**src/rtl/obi_tg_master.sv**
```systemverilog
// OBI initiator traffic generator: writes TEST_WORDS pattern words from BASE_ADDR, reads them back, counts mismatches.
// Latency: request rises one cycle after entering a request state; 3 cycles/word minimum, 6*TEST_WORDS start-to-done.
// Backpressure: holds req/addr/we/be/wdata stable until gnt; one outstanding transaction; aborts after TIMEOUT idle cycles.
module obi_tg_master #(
  parameter int                    ADDR_WIDTH = 32,
  parameter int                    DATA_WIDTH = 32,
  parameter int                    TEST_WORDS = 8,
  parameter logic [ADDR_WIDTH-1:0] BASE_ADDR  = '0,
  parameter logic [31:0]           SEED       = 32'hA5A5_0001,
  parameter int                    TIMEOUT    = 64
) (
  input  logic                    clk_i,
  input  logic                    rst_i,
  input  logic                    start_i,
  output logic                    busy_o,
  output logic                    done_o,
  output logic                    pass_o,
  output logic                    timeout_o,
  output logic [7:0]              err_cnt_o,
  output logic                    obi_req_o,
  input  logic                    obi_gnt_i,
  output logic [ADDR_WIDTH-1:0]   obi_addr_o,
  output logic                    obi_we_o,
  output logic [DATA_WIDTH/8-1:0] obi_be_o,
  output logic [DATA_WIDTH-1:0]   obi_wdata_o,
  input  logic                    obi_rvalid_i,
  input  logic [DATA_WIDTH-1:0]   obi_rdata_i
);

  localparam int BPW = DATA_WIDTH / 8;
  localparam int TW  = $clog2(TIMEOUT + 1);

  typedef enum logic [2:0] {IDLE, WR_REQ, WR_RSP, RD_REQ, RD_RSP, DONE} state_t;

  state_t                  state_q, state_d;
  logic [7:0]              k_q, k_d;
  logic [7:0]              err_q, err_d;
  logic [TW-1:0]           timer_q, timer_d;
  logic                    timeout_q, timeout_d;
  logic                    done_q, done_d;
  logic                    pass_q, pass_d;
  logic                    busy_q, busy_d;
  logic                    req_q, req_d;
  logic                    we_q, we_d;
  logic [BPW-1:0]          be_q, be_d;
  logic [ADDR_WIDTH-1:0]   addr_q, addr_d;
  logic [DATA_WIDTH-1:0]   wdata_q, wdata_d;

  logic gnt_ok, last_word, tmo_hit, in_req_d, active_q;

  function automatic logic [DATA_WIDTH-1:0] pattern(input logic [7:0] k);
    return DATA_WIDTH'(SEED) + DATA_WIDTH'(k);
  endfunction

  // Next-state, word index, error count and registered OBI request fields
  always_comb begin
    state_d   = state_q;
    k_d       = k_q;
    err_d     = err_q;
    timeout_d = timeout_q;
    // A grant only counts while our request is actually visible on the bus
    gnt_ok    = req_q & obi_gnt_i;
    last_word = (k_q == 8'(TEST_WORDS - 1));
    tmo_hit   = (timer_q == TW'(TIMEOUT - 1));
    active_q  = (state_q == WR_REQ) || (state_q == WR_RSP) ||
                (state_q == RD_REQ) || (state_q == RD_RSP);

    case (state_q)
      IDLE, DONE: begin
        if (start_i) begin
          state_d   = WR_REQ;
          k_d       = 8'd0;
          err_d     = 8'd0;
          timeout_d = 1'b0;
        end
      end
      WR_REQ: begin
        if (gnt_ok)       state_d = WR_RSP;
        else if (tmo_hit) begin state_d = DONE; timeout_d = 1'b1; end
      end
      WR_RSP: begin
        if (obi_rvalid_i) begin
          if (last_word) begin state_d = RD_REQ; k_d = 8'd0; end
          else           begin state_d = WR_REQ; k_d = k_q + 8'd1; end
        end else if (tmo_hit) begin
          state_d = DONE; timeout_d = 1'b1;
        end
      end
      RD_REQ: begin
        if (gnt_ok)       state_d = RD_RSP;
        else if (tmo_hit) begin state_d = DONE; timeout_d = 1'b1; end
      end
      RD_RSP: begin
        if (obi_rvalid_i) begin
          if ((obi_rdata_i != pattern(k_q)) && (err_q != 8'hFF)) err_d = err_q + 8'd1;
          if (last_word) state_d = DONE;
          else begin state_d = RD_REQ; k_d = k_q + 8'd1; end
        end else if (tmo_hit) begin
          state_d = DONE; timeout_d = 1'b1;
        end
      end
      default: state_d = IDLE;
    endcase

    // Timer restarts on every state change so each REQ/RSP phase gets its own budget
    if (state_d != state_q) timer_d = '0;
    else if (active_q)      timer_d = timer_q + TW'(1);
    else                    timer_d = '0;

    // Request fields are loaded on entry; req itself rises one cycle later and
    // drops on the edge that leaves the request state (grant or timeout)
    in_req_d = (state_d == WR_REQ) || (state_d == RD_REQ);
    req_d    = in_req_d && (state_d == state_q);
    we_d     = (state_d == WR_REQ);
    be_d     = in_req_d ? '1 : '0;
    addr_d   = in_req_d ? (BASE_ADDR + ADDR_WIDTH'(k_d) * ADDR_WIDTH'(BPW)) : '0;
    wdata_d  = (state_d == WR_REQ) ? pattern(k_d) : '0;

    busy_d = (state_d == WR_REQ) || (state_d == WR_RSP) ||
             (state_d == RD_REQ) || (state_d == RD_RSP);
    done_d = (state_d == DONE);
    pass_d = done_d && (err_d == 8'd0) && !timeout_d;
  end

  // State and output registers; reset drops req immediately and abandons the pass
  always_ff @(posedge clk_i or posedge rst_i) begin
    if (rst_i) begin
      state_q   <= IDLE;
      k_q       <= 8'd0;
      err_q     <= 8'd0;
      timer_q   <= '0;
      timeout_q <= 1'b0;
      done_q    <= 1'b0;
      pass_q    <= 1'b0;
      busy_q    <= 1'b0;
      req_q     <= 1'b0;
      we_q      <= 1'b0;
      be_q      <= '0;
      addr_q    <= '0;
      wdata_q   <= '0;
    end else begin
      state_q   <= state_d;
      k_q       <= k_d;
      err_q     <= err_d;
      timer_q   <= timer_d;
      timeout_q <= timeout_d;
      done_q    <= done_d;
      pass_q    <= pass_d;
      busy_q    <= busy_d;
      req_q     <= req_d;
      we_q      <= we_d;
      be_q      <= be_d;
      addr_q    <= addr_d;
      wdata_q   <= wdata_d;
    end
  end

  assign busy_o      = busy_q;
  assign done_o      = done_q;
  assign pass_o      = pass_q;
  assign timeout_o   = done_q & timeout_q;
  assign err_cnt_o   = err_q;
  assign obi_req_o   = req_q;
  assign obi_we_o    = we_q;
  assign obi_be_o    = be_q;
  assign obi_addr_o  = addr_q;
  assign obi_wdata_o = wdata_q;

endmodule

```
**config.mk**
```make
export PLATFORM = sky130hd
export DESIGN_NAME = obi_tg_master
export DESIGN_NICKNAME = d
export VERILOG_FILES = /design/src/rtl/obi_tg_master.sv
export SDC_FILE = /design/constraint.sdc
export NUM_CORES = 1
export LEC_CHECK = 0
export CAP_MARGIN = 25
export CORE_ASPECT_RATIO = 2
export CORE_MARGIN = 4
export CORE_UTILIZATION = 45
export DETAILED_ROUTE_END_ITERATION = 7
export PLACE_DENSITY = 0.79
export REMOVE_ABC_BUFFERS = 1
export SYNTH_ARGS = -nofsm -noshare
export SYNTH_HDL_FRONTEND = slang
export SYNTH_SLANG_ARGS = --single-unit
```
**constraint.sdc**
```tcl
create_clock -name clk_i -period 3.9 [get_ports clk_i]
set_input_delay 0.78 -clock clk_i [delete_from_list [all_inputs] [get_ports clk_i]]
set_output_delay 0.78 -clock clk_i [all_outputs]
set_load 0.005 [all_outputs]
```
---- Yosys cells after proc, flatten, opt, wreduce, memory -nomap -nowiden ----
Index checks and enable logic that the tools add are counted.
storage, ports and cells
  output and inout bits ................... 82
  register bits after elaboration ......... 78
  input bits .............................. 37
  RAM bits ................................ 0
  latch bits .............................. 0
  memories kept ........................... 0
  word-level logic and storage cells ...... 82
  ROM bits ................................ 0
operators by class
  multipliers ............................. 0
  shift-type cells ........................ 0
  reductions and logical operators ........ 17
  bitwise logic cells ..................... 2
  muxes and demuxes ....................... 29
  divide/modulo/power cells ............... 0
  equality and inequality tests ........... 16
  $add $sub $neg .......................... 5
  $lt $le $gt $ge ......................... 0
operators by type and width
  cell                                                              number
  32-bit by 8-bit adder with 32-bit output (first input constant)   2
  8-bit two-way mux                                                 8
  32-bit two-way mux                                                1
  32-bit != test                                                    1
  8-bit case mux with 3 select lines                                1
  3-bit two-way mux                                                 7
  8-bit by 1-bit adder with 8-bit output (second input constant)    2
  8-bit case mux with 2 select lines                                1
  3-bit case mux with 5 select lines                                1
  7-bit two-way mux                                                 2
  3-bit by 2-bit == test with 1-bit output (second input constant)  4
  3-bit == test (second input constant)                             4
  10-bit two-way mux                                                1
  8-bit by 3-bit == test with 1-bit output (second input constant)  1
  8-bit logical NOT                                                 1
  8-bit != test (second input constant)                             1
  7-bit by 1-bit adder with 7-bit output (second input constant)    1
  7-bit by 6-bit == test with 1-bit output (second input constant)  1
  1-bit logical OR                                                  7
  3-bit by 1-bit == test with 1-bit output (second input constant)  2
  2-bit OR reduction                                                3
  1-bit logical AND                                                 4
  1-bit two-way mux                                                 4
  4-bit two-way mux                                                 1
  7 further kinds                                                   8

---- Longest topological paths before layout ----
Gate-level depths: netlist of the first run.
  depth in word-level cells ............... 9
  gate-level depth with buffers ........... 13
  depth with buffers taken out ............ 13

---- Worst setup path before layout of the first run ----
No wires, ideal clock.
  path type ............................... reg2reg
  from .................................... reg k_q[4]
  to ...................................... reg wdata_q[7] (netlist: obi_wdata_o[7])
  data arrival time ....................... 2.900 ns
  data required time ...................... 3.773 ns
  path buffers ............................ 1
  clock period less this slack ............ 3.026 ns
  cell stages (with the launch flop) ...... 13
  path slack .............................. 0.874 ns
  setup time .............................. 0.127 ns
  cells stage by stage .................... dfrtp_1 -> buf_6 -> or4_1 -> nor2_1 -> inv_1 -> ha_1 -> a21oi_1 -> a21boi_0 -> o32ai_1 -> and3_1 -> nor3b_1 -> xnor2_1 -> nor2_1
on the way
  cells in the longest elaborated chain, start to end .. 6
  elaborated cells on any way between the ends .. 16
  classes of those cells .................. 2 x add/sub; 2 x eq/ne; 12 x mux
RTL lines
  item                                          RTL line  text
  from (decl)                                   36        logic [7:0] k_q, k_d;
  from (signal assigned)                        143       k_q <= k_d;
  8-bit by 3-bit == test with 1-bit output (*)  63        last_word = (k_q == 8'(TEST_WORDS - 1));
  8-bit two-way mux, on equally long branches   96, 83
  8-bit two-way mux, on equally long branches   94, 82
  8-bit case mux with 3 select lines (*)        68        case (state_q)
  via k_d[0]                                    36
  32-bit by 8-bit adder with 32-bit output (*)  52        return DATA_WIDTH'(SEED) + DATA_WIDTH'(k);
  32-bit two-way mux (*)                        117       wdata_d = (state_d == WR_REQ) ? pattern(k_d) : '0;
  via wdata_d[7]                                47        logic [DATA_WIDTH-1:0] wdata_q, wdata_d;
  to (signal assigned)                          154       wdata_q <= wdata_d;
  to (decl)                                     47
Mark *: on every way through the listed nets, which the timed path passes. The rest lies on a longest branch.

---- Worst setup path in the final report of the first run ----
Same ends and word-level chain as after synthesis.

==> impl_metrics.csv, run 1 <==
group,metric,value,unit
run_status,status,"complete, no violations",
place,numPortBuffers,79,
sta,slew_headroom,0.546,
finish,final_common_cell,"clkdlybuf4s50_1",
floorplan,start_util,0.468,
yosys,synthFlopType,"dfrtp_1",
floorplan,fp.dieArea,0.00885,sq mm
floorplan,core-area,0.00705,sq mm
floorplan,placementRows,43,
sta,skew,1.51,ps
critical_path,crit_type,"flip-flop to flip-flop",
route,drc,0,
sta,rsz0062_at_grt,"no",
grt,grt_max_degree,51,
sta,hold_slack,479,ps
finish,fin_util,0.578,
pwr,swShare,0.366,
clock_network,cts_root_buffer,"clkbuf_16",
finish,syn_to_final_growth,23.5,%
flow_run,drv_cap,0,
sta,finalSetupTns,0,ps
sta,fin_ws,540,ps
pwr,leakage,1.80,nW
clock_network,cts_tree,"yes",
sta,slew_violations,0,
finish,antenna_cells_inserted,0,
grt,track_usage,0.192,
route,antenna_left,0,
clock_network,worstSkewPairLatency,290,ps
yosys,syn_area_per_cell,9.06,sq um
clock_network,ctsResizeCount,0,
sta,setup_viol,0,
critical_path,startpoint_type,"flip-flop",
pwr,peakVddDrop,0.376,mV
yosys,async_flop_share,1.00,
pwr,internal_power,0.00123,W
finish,final_cell_mix,"clkdlybuf4s50_1, dfrtp_1, conb_1",
critical_path,worstPathArrival,3530,ps
pwr,comb_power_share,0.403,
yosys,ys_warn_count,0,
yosys,syn_inst,364,
route,first_pass_iters,4,
route,vias_per_cell,5.36,
clock_network,cts_sinks,50,
clock_network,cts_hold_buf,0,
critical_path,worst-path-max-fanout,12,
route,first_iter_violations,161,
place,place_ws,407,ps
route,dr_total_vias,2804,
floorplan,die_y,129,um
grt,grt_antenna_before_repair,0,
critical_path,required,4070,ps
place,post-dp-hpwl,6220,um
yosys,seq_area_frac_synth,0.379,
grt,grt_pass1_vias,2829,
pwr,power_frac_clock,0.225,
yosys,ys_ff_latch,50,
sta,fin_crit,3360,ps
clock_network,htree_levels,2,
clock_network,post-cts-setup-buffers,0,
clock_network,cts_inserted_buffers,5,
route,wirelength,8030,um
pwr,power_switching,0.000707,W
yosys,synth.distinct_cells,71,
sta,fin_crit_sh,0.862,
yosys,netlist_area,0.00330,sq mm
min_path,min_path_type,"flip-flop to flip-flop",
grt,overflow,0,
clock_network,cts_buffer_depth,2,
place,gp_congestion,0.913,
sta,clock.fmax,298,MHz
sta,finalHoldViolCount,0,
floorplan,die_x,68.5,um
pwr,power_density,475,mW/mm^2
yosys,synth_edf_count,0,
route,routedWlPerCell,15.4,um
finish,final_layout_size_suffix_gt1_frac,0.0624,
floorplan,ios,119,
finish,fin_nets,474,
critical_path,cp-end-kind,"flip-flop",
sta,tightest_slew,679,ps
clock_network,clk_pin_slew,70,ps
grt,grt_pass1_wl,13000,um
pwr,p_seq_frac,0.373,
## cell type report
type                    count  area, sq um
flip-flops and latches     50         1250
clock inverters             3         18.8
clock buffers               5          125
repair buffers             84          841
multi-input cells         275         1670
inverters                  16         60.1
well taps                  90          113
fillers                   633         2970
## flip-flops by register name, indices dropped and copies added, names as in the netlist
| register | count |
|---|---|
| obi_wdata_o | 10 |
| err_cnt_o | 8 |
| k_q | 8 |
| obi_addr_o | 8 |
| timer_q | 7 |
| state_q | 3 |
| busy_o | 1 |
| done_o | 1 |
| obi_be_o | 1 |
| obi_req_o | 1 |
| pass_o | 1 |
| timeout_q | 1 |
## worst max-delay path, cell delays in order, from the launching register on
cell      delay (ps)
dfrtp_1          520
or4_1            600
nor2_1           260
inv_1            100
ha_1             280
a21oi_1          130
a21boi_0         110
o32ai_1          350
buf_4            200
and3_1           230
nor3b_1          250
xnor2_1          140
nor2_1            50
## per-stage QoR
stage                     area [sq um]  instances  total power [W]
after floorplan                   2980        341          0.00110
after detailed placement          3910        514          0.00150
after CTS                         4050        522          0.00194
after global routing              4070        523          0.00206
final                             4070        523          0.00193
after global placement            3910        514          0.00149
## cells in the mapped netlist (7+ instances only)
| master | n | share of area |
|---|---|---|
| inv_1 | 16 | 0.018 |
| nand2_1 | 25 | 0.028 |
| nor2_1 | 32 | 0.036 |
| nand3_1 | 10 | 0.015 |
| buf_4 | 51 | 0.12 |
| xor2_1 | 7 | 0.019 |
| and3_1 | 7 | 0.013 |
| dfrtp_1 | 50 | 0.38 |
| o21ai_0 | 18 | 0.027 |
| nand4_1 | 7 | 0.013 |
| a21oi_1 | 20 | 0.030 |
| xnor2_1 | 10 | 0.027 |
## path summary, 6_finish.rpt
check                            from              end  slack, ps  depth (start not counted)
min reg2reg                timer_q[0]       timer_q[0]        480                          1
max                            k_q[4]   obi_wdata_o[7]        540                         12
max in group asynchronous       rst_i     err_cnt_o[7]       2550                          3
min in group asynchronous       rst_i  obi_wdata_o[29]        830                          2
max reg2reg                    k_q[4]   obi_wdata_o[7]        540                         12
min                        timer_q[0]       timer_q[0]        480                          1
## cells by family (layout without fill, tap and decap cells)
logic type	count (synthesis)	count (layout)	share of synthesized area
AND/OR/NAND/NOR	134	134	0.227
adder cells (fa/ha/maj)	5	5	0.0190
XOR/XNOR	18	18	0.0501
flip-flops	50	50	0.379
other	1	39	0.00114
buffers and inverters	77	108	0.159
multiplexers	1	1	0.00303
AO/OA/AOI/OAI	78	78	0.161
## power groups by stage
stage	Combinational [W]	Sequential, W	Clock [W]
2_1_floorplan	0.000388	0.000715	0
5_1_grt	0.000860	0.000737	0.000462
3_3_place_gp	0.000763	0.000723	0
3_5_place_dp	0.000773	0.000729	0
4_1_cts	0.000783	0.000719	0.000442
6_report	0.000779	0.000721	0.000435
## layer usage
layer	part of all wire	global-route usage
met5	0	0
met4	0.044	0.116
met3	0.056	0.0364
met2	0.57	0.343
met1	0.33	0.196
Power figures use the tool's default switching activity.
==> run 2: changes to the inputs <==
- CORE_UTILIZATION: 45 -> 40
- PLACE_DENSITY: 0.79 -> 0.72
==> impl_metrics.csv, run 2 (synthesis gave the netlist of run 1 again) <==
group,metric,value,unit
sta,rsz0062_at_grt,"no",
grt,grt_max_degree,51,
clock_network,post-cts-setup-buffers,0,
sta,clock.fmax,298,MHz
pwr,comb_power_share,0.402,
route,first_pass_iters,4,
finish,fin_util,0.510,
floorplan,die_y,136,um
pwr,p_seq_frac,0.374,
finish,final_cell_mix,"clkdlybuf4s50_1, dfrtp_1, conb_1",
sta,slew_violations,0,
pwr,swShare,0.362,
route,antenna_left,0,
critical_path,crit_path_top_delay_cell,"or4_1",
floorplan,ios,119,
pwr,internal_power,0.00123,W
run_status,status,"complete, no violations",
floorplan,core-area,0.00800,sq mm
clock_network,htree_levels,2,
grt,grt_pass1_wl,12900,um
pwr,power_frac_clock,0.224,
critical_path,cp-end-kind,"flip-flop",
sta,fin_ws,542,ps
route,vias_per_cell,5.24,
sta,fin_crit_sh,0.861,
critical_path,cp_num_buf_inv,2,
sta,finalHoldViolCount,0,
place,gp_congestion,0.908,
grt,grt_pass1_vias,2822,
clock_network,cts_root_buffer,"clkbuf_16",
finish,final_layout_size_suffix_gt1_frac,0.0624,
clock_network,clk_pin_slew,70,ps
critical_path,startpoint_type,"flip-flop",
flow_run,drv_cap,0,
sta,setup_viol,0,
finish,final_common_cell,"clkdlybuf4s50_1",
place,post-dp-hpwl,6400,um
pwr,leakage,1.80,nW
pwr,peakVddDrop,0.383,mV
critical_path,slowest_delay,610,ps
clock_network,cts_tree,"yes",
pwr,power_switching,0.000698,W
finish,syn_to_final_growth,23.7,%
floorplan,fp.dieArea,0.00985,sq mm
grt,track_usage,0.166,
sta,skew,5.47,ps
route,wirelength,8030,um
pwr,power_density,472,mW/mm^2
sta,finalSetupTns,0,ps
clock_network,cts_inserted_buffers,5,
place,numPortBuffers,79,
critical_path,worstPathArrival,3520,ps
critical_path,cp_top_family,"simple AND/OR/NAND/NOR gates",
min_path,min_path_type,"flip-flop to flip-flop",
clock_network,cts_buffer_depth,2,
critical_path,worstPathCellList,"or4_1 > nor2_1 > inv_1 > ha_1 > a21oi_1 > a21boi_0 > o32ai_1 > buf_4 > and3_1 > nor3b_1 > xnor2_1 > nor2_1",
clock_network,cts_sinks,50,
finish,fin_nets,474,
floorplan,die_x,72.2,um
finish,largest_register_ffs,10,
finish,antenna_cells_inserted,0,
clock_network,ctsResizeCount,0,
clock_network,worstSkewPairLatency,290,ps
sta,fin_crit,3360,ps
grt,overflow,0,
place,place_ws,369,ps
grt,grt_antenna_before_repair,0,
sta,tightest_slew,717,ps
critical_path,crit_type,"flip-flop to flip-flop",
critical_path,required,4060,ps
floorplan,start_util,0.412,
route,drc,0,
critical_path,worst-path-max-fanout,12,
critical_path,cp_common_cell,"nor2_1",
route,first_iter_violations,83,
route,routedWlPerCell,15.2,um
sta,slew_headroom,0.520,
clock_network,cts_hold_buf,0,
route,dr_total_vias,2771,
floorplan,placementRows,46,
sta,hold_slack,464,ps
## run 2: cell counts in the layout (fill, tap and decap cells not counted)
No cell type changed its count.
## run 2: area by class of cell
cell class	instances	area, sq um
fill	767	3920
multi-input combinational	275	1670
sequential	50	1250
timing repair buffer	84	841
clock buffer	5	125
tap	96	120
inverter	16	60.1
clock inverter	3	18.8
## run 2: layer usage
metal	part of all wire	GRT usage	vias up
met3	0.050	0.0266	20
met4	0.029	0.0774	0
met5	0	0	-
li1	-	-	1332
met1	0.34	0.159	1315
met2	0.58	0.326	104
## run 2: worst reg2reg max path: stages, from the launching register on
cell	delay (ps)
dfrtp_1	520
or4_1	610
nor2_1	230
inv_1	100
ha_1	280
a21oi_1	130
a21boi_0	110
o32ai_1	370
buf_4	200
and3_1	230
nor3b_1	250
xnor2_1	150
nor2_1	60
## run 2: final timing paths
path,cells past startpoint,startpoint,slack (ps),end
min in group asynchronous,2,rst_i,770,busy_o
min reg2reg,1,timer_q[0],460,timer_q[0]
max,12,k_q[4],540,obi_wdata_o[7]
min,1,timer_q[0],460,timer_q[0]
max reg2reg,12,k_q[4],540,obi_wdata_o[7]
max in group asynchronous,3,rst_i,2630,obi_addr_o[7]
## run 2: power by group through the flow
stage                     Clock (W)  Sequential, W  Combinational (W)
after global routing       0.000463       0.000737           0.000859
final                      0.000432       0.000720           0.000774
after detailed placement          0       0.000727           0.000780
after floorplan                   0       0.000715           0.000388
after CTS                  0.000442       0.000718           0.000783
after global placement            0       0.000723           0.000768
## run 2: through the flow
stage,instances,cell area [sq um],power [W]
global route,529,4080,0.00206
global placement,520,3920,0.00149
detailed placement,520,3920,0.00151
CTS,528,4060,0.00194
floorplan,341,2980,0.00110
finish,529,4080,0.00193
